--- config.mk ---
export PLATFORM = sky130hd
export DESIGN_NAME = fifo_rd_drain
export DESIGN_NICKNAME = d
export VERILOG_FILES = /design/src/rtl/fifo_rd_drain.sv
export SDC_FILE = /design/constraint.sdc
export NUM_CORES = 1
export LEC_CHECK = 0
export BUFFER_PORTS_ARGS = -buffer_cell sky130_fd_sc_hd__buf_2
export CAP_MARGIN = 10
export CORE_MARGIN = 3
export CORE_UTILIZATION = 55
export CTS_CLUSTER_SIZE = 14
export DETAILED_ROUTE_END_ITERATION = 7
export HOLD_SLACK_MARGIN = 0.1
export PLACE_DENSITY = 0.79
export RECOVER_POWER = 25
export SYNTH_ARGS = -nofsm -noshare
export SYNTH_HDL_FRONTEND = slang
export SYNTH_SLANG_ARGS = --single-unit
--- constraint.sdc ---
create_clock -name rd_clk -period 3 [get_ports rd_clk]
set_input_delay 0.3 -clock rd_clk [delete_from_list [all_inputs] [get_ports rd_clk]]
set_output_delay 0.3 -clock rd_clk [all_outputs]
set_load 0.05 [all_outputs]
--- src/rtl/fifo_rd_drain.sv ---
`default_nettype none
// ============================================================================
// fifo_rd_drain : drains len words from a FIFO read port onto a valid/ready
//                 stream through a 2-entry skid buffer.   Rev 1.0
// ============================================================================
module fifo_rd_drain #(
  parameter int DATA_WIDTH = 8,
  parameter int LEN_WIDTH  = 8
) (
  input  logic                  rd_clk,
  input  logic                  rst_n,
  input  logic                  start,
  input  logic [LEN_WIDTH-1:0]  len,
  input  logic                  fifo_empty,
  input  logic                  fifo_underflow,
  input  logic [DATA_WIDTH-1:0] fifo_rdata,
  output logic                  fifo_rd_en,
  output logic                  m_valid,
  input  logic                  m_ready,
  output logic [DATA_WIDTH-1:0] m_data,
  output logic                  m_last,
  output logic                  busy,
  output logic                  done,
  output logic                  err,
  output logic [LEN_WIDTH-1:0]  count
);

  typedef enum logic [1:0] {
    IDLE = 2'd0,
    RUN  = 2'd1,
    DONE = 2'd2
  } state_t;

  state_t                state, state_nxt;
  logic [LEN_WIDTH-1:0]  len_q;
  logic [LEN_WIDTH-1:0]  issued;
  logic                  inflight;
  logic [1:0]            occ;
  logic [DATA_WIDTH-1:0] buf0, buf1;
  logic                  pop;
  logic                  start_ok;
  logic [1:0]            pending;

  assign start_ok = (state == IDLE) && start;
  assign m_valid  = (occ != 2'd0);
  assign m_data   = buf0;
  assign m_last   = m_valid && ((count + LEN_WIDTH'(1)) == len_q);
  assign pop      = m_valid && m_ready;
  assign busy     = (state == RUN);
  assign done     = (state == DONE);

  // Slots that will be occupied after this edge if no new read is issued;
  // never exceeds 3, so 2 bits suffice and the subtraction cannot underflow.
  assign pending    = occ + {1'b0, inflight} - {1'b0, pop};
  assign fifo_rd_en = (state == RUN) && !fifo_empty && (issued < len_q) &&
                      (pending < 2'd2);

  always_comb begin
    state_nxt = state;
    case (state)
      IDLE: begin
        if (start) state_nxt = (len == '0) ? DONE : RUN;
      end
      RUN: begin
        if (pop && m_last) state_nxt = DONE;
      end
      DONE:    state_nxt = IDLE;
      default: state_nxt = IDLE;
    endcase
  end

  always_ff @(posedge rd_clk) begin
    if (!rst_n) begin
      state    <= IDLE;
      len_q    <= '0;
      issued   <= '0;
      count    <= '0;
      inflight <= 1'b0;
      occ      <= 2'd0;
      buf0     <= '0;
      buf1     <= '0;
      err      <= 1'b0;
    end else begin
      state    <= state_nxt;
      inflight <= fifo_rd_en;

      if (start_ok) begin
        len_q  <= len;
        issued <= '0;
        count  <= '0;
      end else begin
        if (fifo_rd_en) issued <= issued + LEN_WIDTH'(1);
        if (pop)        count  <= count + LEN_WIDTH'(1);
      end

      // Head is always buf0; a capture lands behind whatever survives the pop.
      case ({inflight, pop})
        2'b10: begin
          if (occ == 2'd0) buf0 <= fifo_rdata;
          else             buf1 <= fifo_rdata;
          occ <= occ + 2'd1;
        end
        2'b01: begin
          buf0 <= buf1;
          occ  <= occ - 2'd1;
        end
        2'b11: begin
          if (occ == 2'd1) begin
            buf0 <= fifo_rdata;
          end else begin
            buf0 <= buf1;
            buf1 <= fifo_rdata;
          end
        end
        default: ;
      endcase

      if (fifo_underflow) err <= 1'b1;
      else if (start_ok)  err <= 1'b0;
    end
  end

endmodule
`default_nettype wire

# [After elaboration in Yosys (flattened, before gate mapping)]
# Index checks and enable logic that the tools add are counted.
[totals] word_cells=63 input_bits=22 reg_bits=46 output_inout_bits=22
[classes] n_bitwise=1 n_eq_ne=12 n_reduce_logical=20 mux=13 n_lt_le_gt_ge=2 addsub=6
[ops] op="2-to-1 mux 8 bit" n=4
[ops] op="case mux 8 bit (3 select lines)" n=1
[ops] op="adder 8 x 1 -> 8 bit, second input constant" n=2
[ops] op="case mux 8 bit (2 select lines)" n=1
[ops] op="equality test 8 bit" n=1
[ops] op="logical NOT 8 bit" n=1
[ops] op="< comparator 8 bit" n=1
[ops] op="!= test 2 bit, second input constant" n=4
[ops] op="case mux 2 bit (2 select lines)" n=2
[ops] op="nonzero test 2 bit" n=4
[ops] op="logical AND 1 bit" n=7
[ops] op="equality test 2 x 1 -> 1 bit, second input constant" n=3
[ops] op="equality test 2 bit, second input constant" n=3
[ops] op="2-to-1 mux 2 bit" n=3
[ops] op="logical NOT 2 bit" n=2
[ops] op="AND reduction 2 bit" n=2
[ops] op="AND reduction 3 bit" n=1
[ops] op="nonzero test 3 bit" n=1
[ops] op="adder 2 x 1 -> 2 bit" n=1
[ops] op="adder 2 x 1 -> 2 bit, second input constant" n=1
[ops] op="< comparator 2 bit, second input constant" n=1
[ops] op="2-to-1 mux 1 bit" n=2
[ops] op="!= test 2 x 1 -> 1 bit, second input constant" n=1
[ops] op="OR reduction 2 bit" n=1
[ops] op="4 further kinds" n=4

# [Depth between registers and ports, before layout]
# Gate-level depths: netlist (run 1).
[depth] ltp_word=6 depth_mapped=13

# [Worst setup path after synthesis (run 1)]
# No wires, ideal clock.
[synth_timing] kind="reg2reg" from="reg occ[0]" to="reg issued[6]" required_time_ps=2880 arrival_ps=3085 path_stages_with_launch=14 slack_ps=-205 path_cell_list="dfxtp_1 > inv_1 > ha_1 > inv_1 > nand2_1 > clkbuf_1 > inv_1 > ha_1 > nor2b_1 > xnor2_1 > o211ai_4 > a21oi_2 > nand4_1 > mux2i_1"
[synth_between] elab_chain_len=5 elab_cells_between_ends=6 classes_between="2 x add/sub; 1 x order compare; 3 x reduce/logical"
[synth_rtl] element="from (decl)" line="38" rtl="logic [1:0] occ;"
[synth_rtl] element="from (signal assigned)" line="101" rtl="occ <= occ + 2'd1;"
[synth_rtl] element="from (signal assigned)" line="105" rtl="occ <= occ - 2'd1;"
[synth_rtl] element="nonzero test 2 bit" line="45" rtl="assign m_valid = (occ != 2'd0);"
[synth_rtl] element="named net m_valid" line="18" rtl="output logic m_valid,"
[synth_rtl] element="logical AND 1 bit" line="48" rtl="assign pop = m_valid && m_ready;"
[synth_rtl] element="named net pop" line="40" rtl="logic pop;"
[synth_rtl] element="subtractor 2 x 1 -> 2 bit" line="54" rtl="assign pending = occ + {1'b0, inflight} - {1'b0, pop};"
[synth_rtl] element="< comparator 2 bit" line="56" rtl="(pending < 2'd2);"
[synth_rtl] element="logical AND 1 bit" line="55" rtl="assign fifo_rd_en = (state == RUN) && !fifo_empty && (issued < len_q) &&"
[synth_rtl] element="named net fifo_rd_en" line="17" rtl="output logic fifo_rd_en,"
[synth_rtl] element="to (signal assigned)" line="92" rtl="if (fifo_rd_en) issued <= issued + LEN_WIDTH'(1);"
[synth_rtl] element="to (decl)" line="36" rtl="logic [LEN_WIDTH-1:0] issued;"
# The timed path passes the listed nets, and every way through them passes these cells.
# A chain may end at the register's enable or synchronous reset.

# [Worst setup path in the final report (run 1)]
[layout_timing] from="reg occ[0]" to="out fifo_rd_en"
[layout_between] elab_chain_len=5 elab_cells_between_ends=6 classes_between="2 x add/sub; 1 x order compare; 3 x reduce/logical"
[layout_rtl] element="nonzero test 2 bit" line="45"
[layout_rtl] element="logical AND 1 bit" line="48"
[layout_rtl] element="named net pop" line="40"
[layout_rtl] element="subtractor 2 x 1 -> 2 bit" line="54"
[layout_rtl] element="< comparator 2 bit" line="56"
[layout_rtl] element="logical AND 1 bit" line="55"
[layout_rtl] element="to (decl)" line="17"
# The timed path passes the listed nets, and every way through them passes these cells.

==> impl_metrics.env, run 1 <==
export IMPL_outcome="finished clean"
export IMPL_maxCapViolCount=0
export IMPL_wl_um=5231
export IMPL_power_density_mw_per_mm2=494.4
export IMPL_synthCells=281
export IMPL_swShare_pct=31.26
export IMPL_io_buffers=43
export IMPL_core_area_mm2=0.004414
export IMPL_crit_path_end_kind="output port"
export IMPL_p_switching_uw=452.7
export IMPL_synth_top_cells_by_area="dfxtp_1 36%, ha_1 7.3%, xnor2_1 6.2%, nand2_1 5.9%, mux2i_1 3.9%"
export IMPL_netlist_area_mm2=0.002554
export IMPL_maxSlewHeadroom_pct=29.18
export IMPL_ys_types=47
export IMPL_nFillCells=380
export IMPL_p_leak_nw=1.313
export IMPL_htreeDepth=2
export IMPL_final_nets=363
export IMPL_finalSetupViolations=0
export IMPL_report_final_slew_viol_count=0
export IMPL_fmax_mhz=353.4
export IMPL_total_power_mw=1.448
export IMPL_die_area_mm2=0.005497
export IMPL_met3_usage_pct=3.649
export IMPL_antenna_found_initial=0
export IMPL_synth_warnings=0
export IMPL_cts_sinks=46
export IMPL_p_int_uw=995.4
export IMPL_regArea_um2=920.9
export IMPL_async_flop_share_pct=0
export IMPL_vias=2082
export IMPL_vdd_drop_max_v=0.0003978
export IMPL_grt_pass1_vias=1903
export IMPL_drt_initial_drc_count=53
export IMPL_grt_use_met1_pct=28.42
export IMPL_fin_crit_sh_pct=94.32
export IMPL_grt_pass1_wl_um=8687
export IMPL_postRouteAntennaNets=0
export IMPL_clkLatencyLatePin_ns=0.30
export IMPL_cts_root_buf="clkbuf_8"
export IMPL_hp_class="in2reg"
export IMPL_holdWs_ns=0.2204
export IMPL_syn_nets=318
export IMPL_avgSynthCellArea_um2=9.088
export IMPL_start_util_pct=57.85
export IMPL_grt_ovfl_total=0
export IMPL_yosys_most_used_dff="dfxtp_1"
export IMPL_required_ns=2.70
export IMPL_combPwrFrac_pct=20.7
export IMPL_die_w_um=74.14
export IMPL_wl_per_cell_um=13.80
export IMPL_synth_top_area_share_pct=36.06
export IMPL_ios=44
export IMPL_layout_commonest_cell="dfxtp_1"
export IMPL_rows=24
export IMPL_multi_input_area_mm2=0.001529
export IMPL_p_clk_share_pct=33.4
export IMPL_synth_seq_cells=46
export IMPL_die_h_um=74.14
export IMPL_tightest_slew_ns=1.055
export IMPL_area_delta_synth_final_pct=14.70
export IMPL_via_per_inst=5.493
export IMPL_drive_gt1_share_pct=21.10
export IMPL_detailed_place_hpwl_um=3807
export IMPL_numCtsBuffers=5
export IMPL_clk_pin_slew_worst_paths_ns=0.09
export IMPL_worstSetupPathType="reg2out"
export IMPL_grt_usage_pct=20.26
export IMPL_antenna_cells=0
export IMPL_critPathLaunchType="flip-flop"
export IMPL_place_gp_congestion=0.8617
export IMPL_rsz0062_at_grt="no"
export IMPL_final_cell_mix="46 x dfxtp_1, 40 x nand2_1, 34 x buf_2"
export IMPL_yosysTopAreaCell="dfxtp_1"
export IMPL_cp_max_fo=7
export IMPL_utilization_pct=66.35
export IMPL_fin_crit_ns=2.830
export IMPL_skew_ns=0.005258
export IMPL_drtPass1Iterations=4
export IMPL_gr_usage_met2_pct=31.79
export IMPL_grt_max_degree=34
export IMPL_route_detailed_drc=0
export IMPL_busiest_layer="met2"
export IMPL_yosysSeqAreaShare_pct=36.06
export IMPL_hold_buffers=0
export IMPL_p_seq_share_pct=45.9
export IMPL_cts_tree="done"
export IMPL_finalHoldViolations=0
export IMPL_finalSetupTns_ns=0
export IMPL_worstPathArrival_ns=2.53
export IMPL_synth_edff_count=0
export IMPL_clk_path_buf_depth=2
## cells in the mapped netlist (all sizes together) (3+ instances only)
library cell and n:
a21oi 8, and3 3, o21ai 7, dfxtp 46
a22oi 8, nor2 22, ha 15, and2 5
a21boi 8, o211a 8, mux2i 10, xnor2 18
clkbuf 8, nor2b 11, xor2 7, inv 14
nand3 6, a21o 5, a211oi 4, nand2 40
## routing by layer
layer,share of wire [%],vias up
met2,46,41
met5,0,-
li1,-,1054
met4,1.1,0
met3,3.6,6
met1,49,981
## through the flow
| step | cell area (um^2) | setup WS [ns] | std cells |
|---|---|---|---|
| floorplan | 2561 | 0.001370 | 281 |
| global placement | 2798 | 0.4725 | 368 |
| detailed placement | 2798 | 0.3227 | 368 |
| CTS | 2917 | 0.001891 | 376 |
| global route | 2929 | 0.02433 | 379 |
| finish | 2929 | 0.1704 | 379 |
## kinds of logic after synthesis
kind of cell,count (synthesis),share of synthesized area [%]
AOI/OAI and AO/OA,58,19.30
adders and majority gates,15,7.349
DFF,46,36.06
and+or+nand+nor,103,20.43
xor gates and xnor gates,25,8.574
buffers and inverters,24,4.361
muxes,10,3.920
## flip-flops by register name (all words and copies together), names as in the netlist
signal    cells
buf1          8
count         8
err           1
inflight      1
issued        8
len_q         8
m_data        8
occ           2
state         2
## timing repair
item | 4_1_cts | 5_1_grt
resized for setup | 1 | 1
endpoints found under the hold margin | 0 | 0
buffers inserted | 0 | 3
endpoints found under the setup margin | 1 | 1
## final timing paths
check | start | to | slack [ns] | cells after the start
min reg2reg | len_q[3]$_SDFFE_PN0P_ | len_q[3]$_SDFFE_PN0P_ | 0.50 | 2
min | fifo_underflow | err$_SDFFE_PN0P_ | 0.22 | 3
max | occ[0]$_SDFFE_PN0P_ | fifo_rd_en | 0.17 | 11
max reg2reg | occ[0]$_SDFFE_PN0P_ | issued[6]$_SDFFE_PP0P_ | 0.51 | 13
## power groups by stage
stage	logic [mW]	registers [mW]	clock network, mW
global placement	0.295	0.676	0
detailed placement	0.298	0.677	0
CTS	0.301	0.664	0.499
finish	0.300	0.664	0.484
global route	0.328	0.668	0.521
floorplan	0.175	0.728	0
## final cells by class
type	count	area share [%]
Timing Repair Buffer	48	8.372
Sequential cell	46	31.44
Multi-Input combinational cell	211	52.20
Clock buffer	5	2.349
Clock inverter	3	1.623
Tap cell	52	2.221
Inverter	14	1.794
## worst max-delay path, stage by stage (launching register included)
cell and delay, ns:
dfxtp_1 0.38, inv_1 0.08, ha_1 0.23, inv_1 0.11
nand2_1 0.10, inv_2 0.15, ha_1 0.26, nor2b_1 0.14
xnor2_1 0.19, o211ai_4 0.19, a21oi_4 0.18, buf_4 0.22
Note: power is estimated with default switching activity, not from simulation.
==> run 2, diff against run 1 <==
--- a/config.mk
+++ b/config.mk
@@ -14,6 +14,7 @@
 export HOLD_SLACK_MARGIN = 0.1
 export PLACE_DENSITY = 0.79
 export RECOVER_POWER = 25
+export REMOVE_ABC_BUFFERS = 1
 export SYNTH_ARGS = -nofsm -noshare
 export SYNTH_HDL_FRONTEND = slang
 export SYNTH_SLANG_ARGS = --single-unit
==> constraint.sdc (replaced) <==
create_clock -name rd_clk -period 3 [get_ports rd_clk]
set_input_delay 0 -clock rd_clk [delete_from_list [all_inputs] [get_ports rd_clk]]
set_output_delay 0 -clock rd_clk [all_outputs]
set_load 0.05 [all_outputs]
==> impl_metrics.env, run 2 (synthesis results as in run 1) <==
export IMPL_ios=44
export IMPL_maxCapViolCount=0
export IMPL_wl_um=5690
export IMPL_p_seq_share_pct=45.9
export IMPL_cts_tree="done"
export IMPL_finalSetupTns_ns=0
export IMPL_vias=2184
export IMPL_area_delta_synth_final_pct=19.89
export IMPL_grt_usage_pct=22.76
export IMPL_drt_initial_drc_count=125
export IMPL_fin_crit_ns=2.768
export IMPL_report_final_slew_viol_count=0
export IMPL_die_w_um=74.14
export IMPL_place_gp_congestion=0.8962
export IMPL_cp_max_fo=7
export IMPL_combPwrFrac_pct=21.7
export IMPL_clk_path_buf_depth=2
export IMPL_clkLatencyLatePin_ns=0.31
export IMPL_maxSlewHeadroom_pct=32.37
export IMPL_finalHoldViolations=0
export IMPL_post_cts_buffers=0
export IMPL_antenna_cells=0
export IMPL_antenna_found_initial=0
export IMPL_worstSetupPathType="reg2out"
export IMPL_via_per_inst=5.557
export IMPL_critPathLaunchType="flip-flop"
export IMPL_whs_endpoint="m_data[1]$_SDFFE_PN0P_"
export IMPL_tightest_slew_ns=1.008
export IMPL_p_clk_share_pct=32.4
export IMPL_r2r_slack_ns=0.40
export IMPL_fmax_mhz=361.3
export IMPL_htreeDepth=2
export IMPL_rsz0062_at_grt="no"
export IMPL_fin_crit_sh_pct=92.26
export IMPL_detailed_place_hpwl_um=3912
export IMPL_drive_gt1_share_pct=16.72
export IMPL_outcome="finished clean"
export IMPL_multi_input_area_mm2=0.001529
export IMPL_final_nets=377
export IMPL_clk_pin_slew_worst_paths_ns=0.09
export IMPL_wl_per_cell_um=14.48
export IMPL_die_h_um=74.14
export IMPL_route_detailed_drc=0
export IMPL_holdWs_ns=0.1737
export IMPL_nFillCells=351
export IMPL_power_density_mw_per_mm2=472.5
export IMPL_hold_path_cell_count=2
export IMPL_skew_ns=0.008287
export IMPL_layout_commonest_cell="dfxtp_1"
export IMPL_crit_path_end_kind="output port"
export IMPL_cts_root_buf="clkbuf_8"
export IMPL_cts_sinks=46
export IMPL_drtPass1Iterations=4
export IMPL_vdd_drop_max_v=0.0002952
export IMPL_rr_endpoint="issued[7]$_SDFFE_PP0P_"
export IMPL_grt_ovfl_total=0
export IMPL_regArea_um2=920.9
export IMPL_grt_pass1_vias=2127
export IMPL_worstPathArrival_ns=2.77
export IMPL_p_leak_nw=1.333
export IMPL_min_from="rst_n"
export IMPL_p_int_mw=1.000
export IMPL_utilization_pct=69.36
export IMPL_core_area_mm2=0.004414
export IMPL_swShare_pct=30.86
export IMPL_finalSetupViolations=0
export IMPL_hp_class="in2reg"
export IMPL_p_switching_uw=446.5
export IMPL_required_ns=3.00
export IMPL_die_area_mm2=0.005497
export IMPL_grt_max_degree=34
export IMPL_final_cell_mix="46 x dfxtp_1, 40 x nand2_1, 27 x buf_2"
export IMPL_postRouteAntennaNets=0
export IMPL_reg2reg_depth=12
export IMPL_io_buffers=43
export IMPL_r2r_start="occ[0]$_SDFFE_PN0P_"
export IMPL_rows=24
export IMPL_numCtsBuffers=5
export IMPL_grt_pass1_wl_um=9708
export IMPL_start_util_pct=57.85
==> run 2: cell count changes in the layout (fill, tap and decap cells not counted), sizes merged <==
| cell | change |
|---|---|
| dlygate4sd3 | +17 |
| inv | -2 |
| buf | -11 |
| clkbuf | +9 |
| clkinvlp | +1 |
==> run 2: worst max-delay path by stage <==
stage                         from                     end  slack, ns  depth (start not counted)
6_report       occ[0]$_SDFFE_PN0P_              fifo_rd_en       0.23                         11
5_1_grt        occ[0]$_SDFFE_PN0P_              fifo_rd_en       0.06                         11
4_1_cts        occ[0]$_SDFFE_PN0P_              fifo_rd_en       0.14                         11
3_5_place_dp   occ[0]$_SDFFE_PN0P_  issued[1]$_SDFFE_PP0P_       0.39                         12
3_3_place_gp   occ[0]$_SDFFE_PN0P_  issued[7]$_SDFFE_PP0P_       0.60                         12
2_1_floorplan  occ[0]$_SDFFE_PN0P_  issued[6]$_SDFFE_PP0P_      -0.22                         12
==> run 2: timing repair <==
action	4_1_cts	5_1_grt
hold buffers	17	0
endpoints found under the setup margin	0	1
hold endpoints to repair	25	0
resized for setup	0	2
==> run 2: power groups by stage <==
stage | registers [mW] | logic (mW) | clock network (mW)
global route | 0.668 | 0.344 | 0.496
global placement | 0.676 | 0.292 | 0
finish | 0.664 | 0.314 | 0.469
CTS | 0.663 | 0.315 | 0.475
floorplan | 0.728 | 0.164 | 0
detailed placement | 0.677 | 0.297 | 0
==> run 2: cell type report <==
cell class	instances	area share, %
inverters	14	1.716
clock buffers	6	2.370
flip-flops and latches	46	30.08
repair buffers	62	12.55
well taps	52	2.125
multi-input cells	211	49.94
clock inverters	2	1.226
==> run 2: critical path, cell delays in order, from the launching register on <==
cell,delay [ns]
dfxtp_1,0.37
inv_1,0.09
ha_1,0.24
inv_1,0.11
nand2_1,0.08
inv_1,0.20
ha_1,0.29
nor2b_1,0.15
xnor2_1,0.20
o211ai_4,0.20
a21oi_4,0.25
clkbuf_4,0.28
==> run 2: metal layers <==
| layer | global-route usage, % | routed length (um) | share of wire, % | vias up |
|---|---|---|---|---|
| li1 | - | - | - | 1089 |
| met1 | 26.51 | 2435 | 43 | 1027 |
| met2 | 39.86 | 2851 | 50 | 56 |
| met3 | 5.405 | 277 | 4.9 | 12 |
| met4 | 9.457 | 125 | 2.2 | 0 |
| met5 | 0 | 0 | 0 | - |
==> run 2: through the flow <==
stage,setup slack [ns],std cells,instance area [um^2],power [mW]
final,0.2323,393,3062,1.447
after global routing,0.05596,393,3062,1.508
after CTS,0.1419,393,3070,1.454
after detailed placement,0.3918,368,2790,0.9746
after global placement,0.5954,368,2790,0.9682
after floorplan,-0.2175,271,2495,0.8924
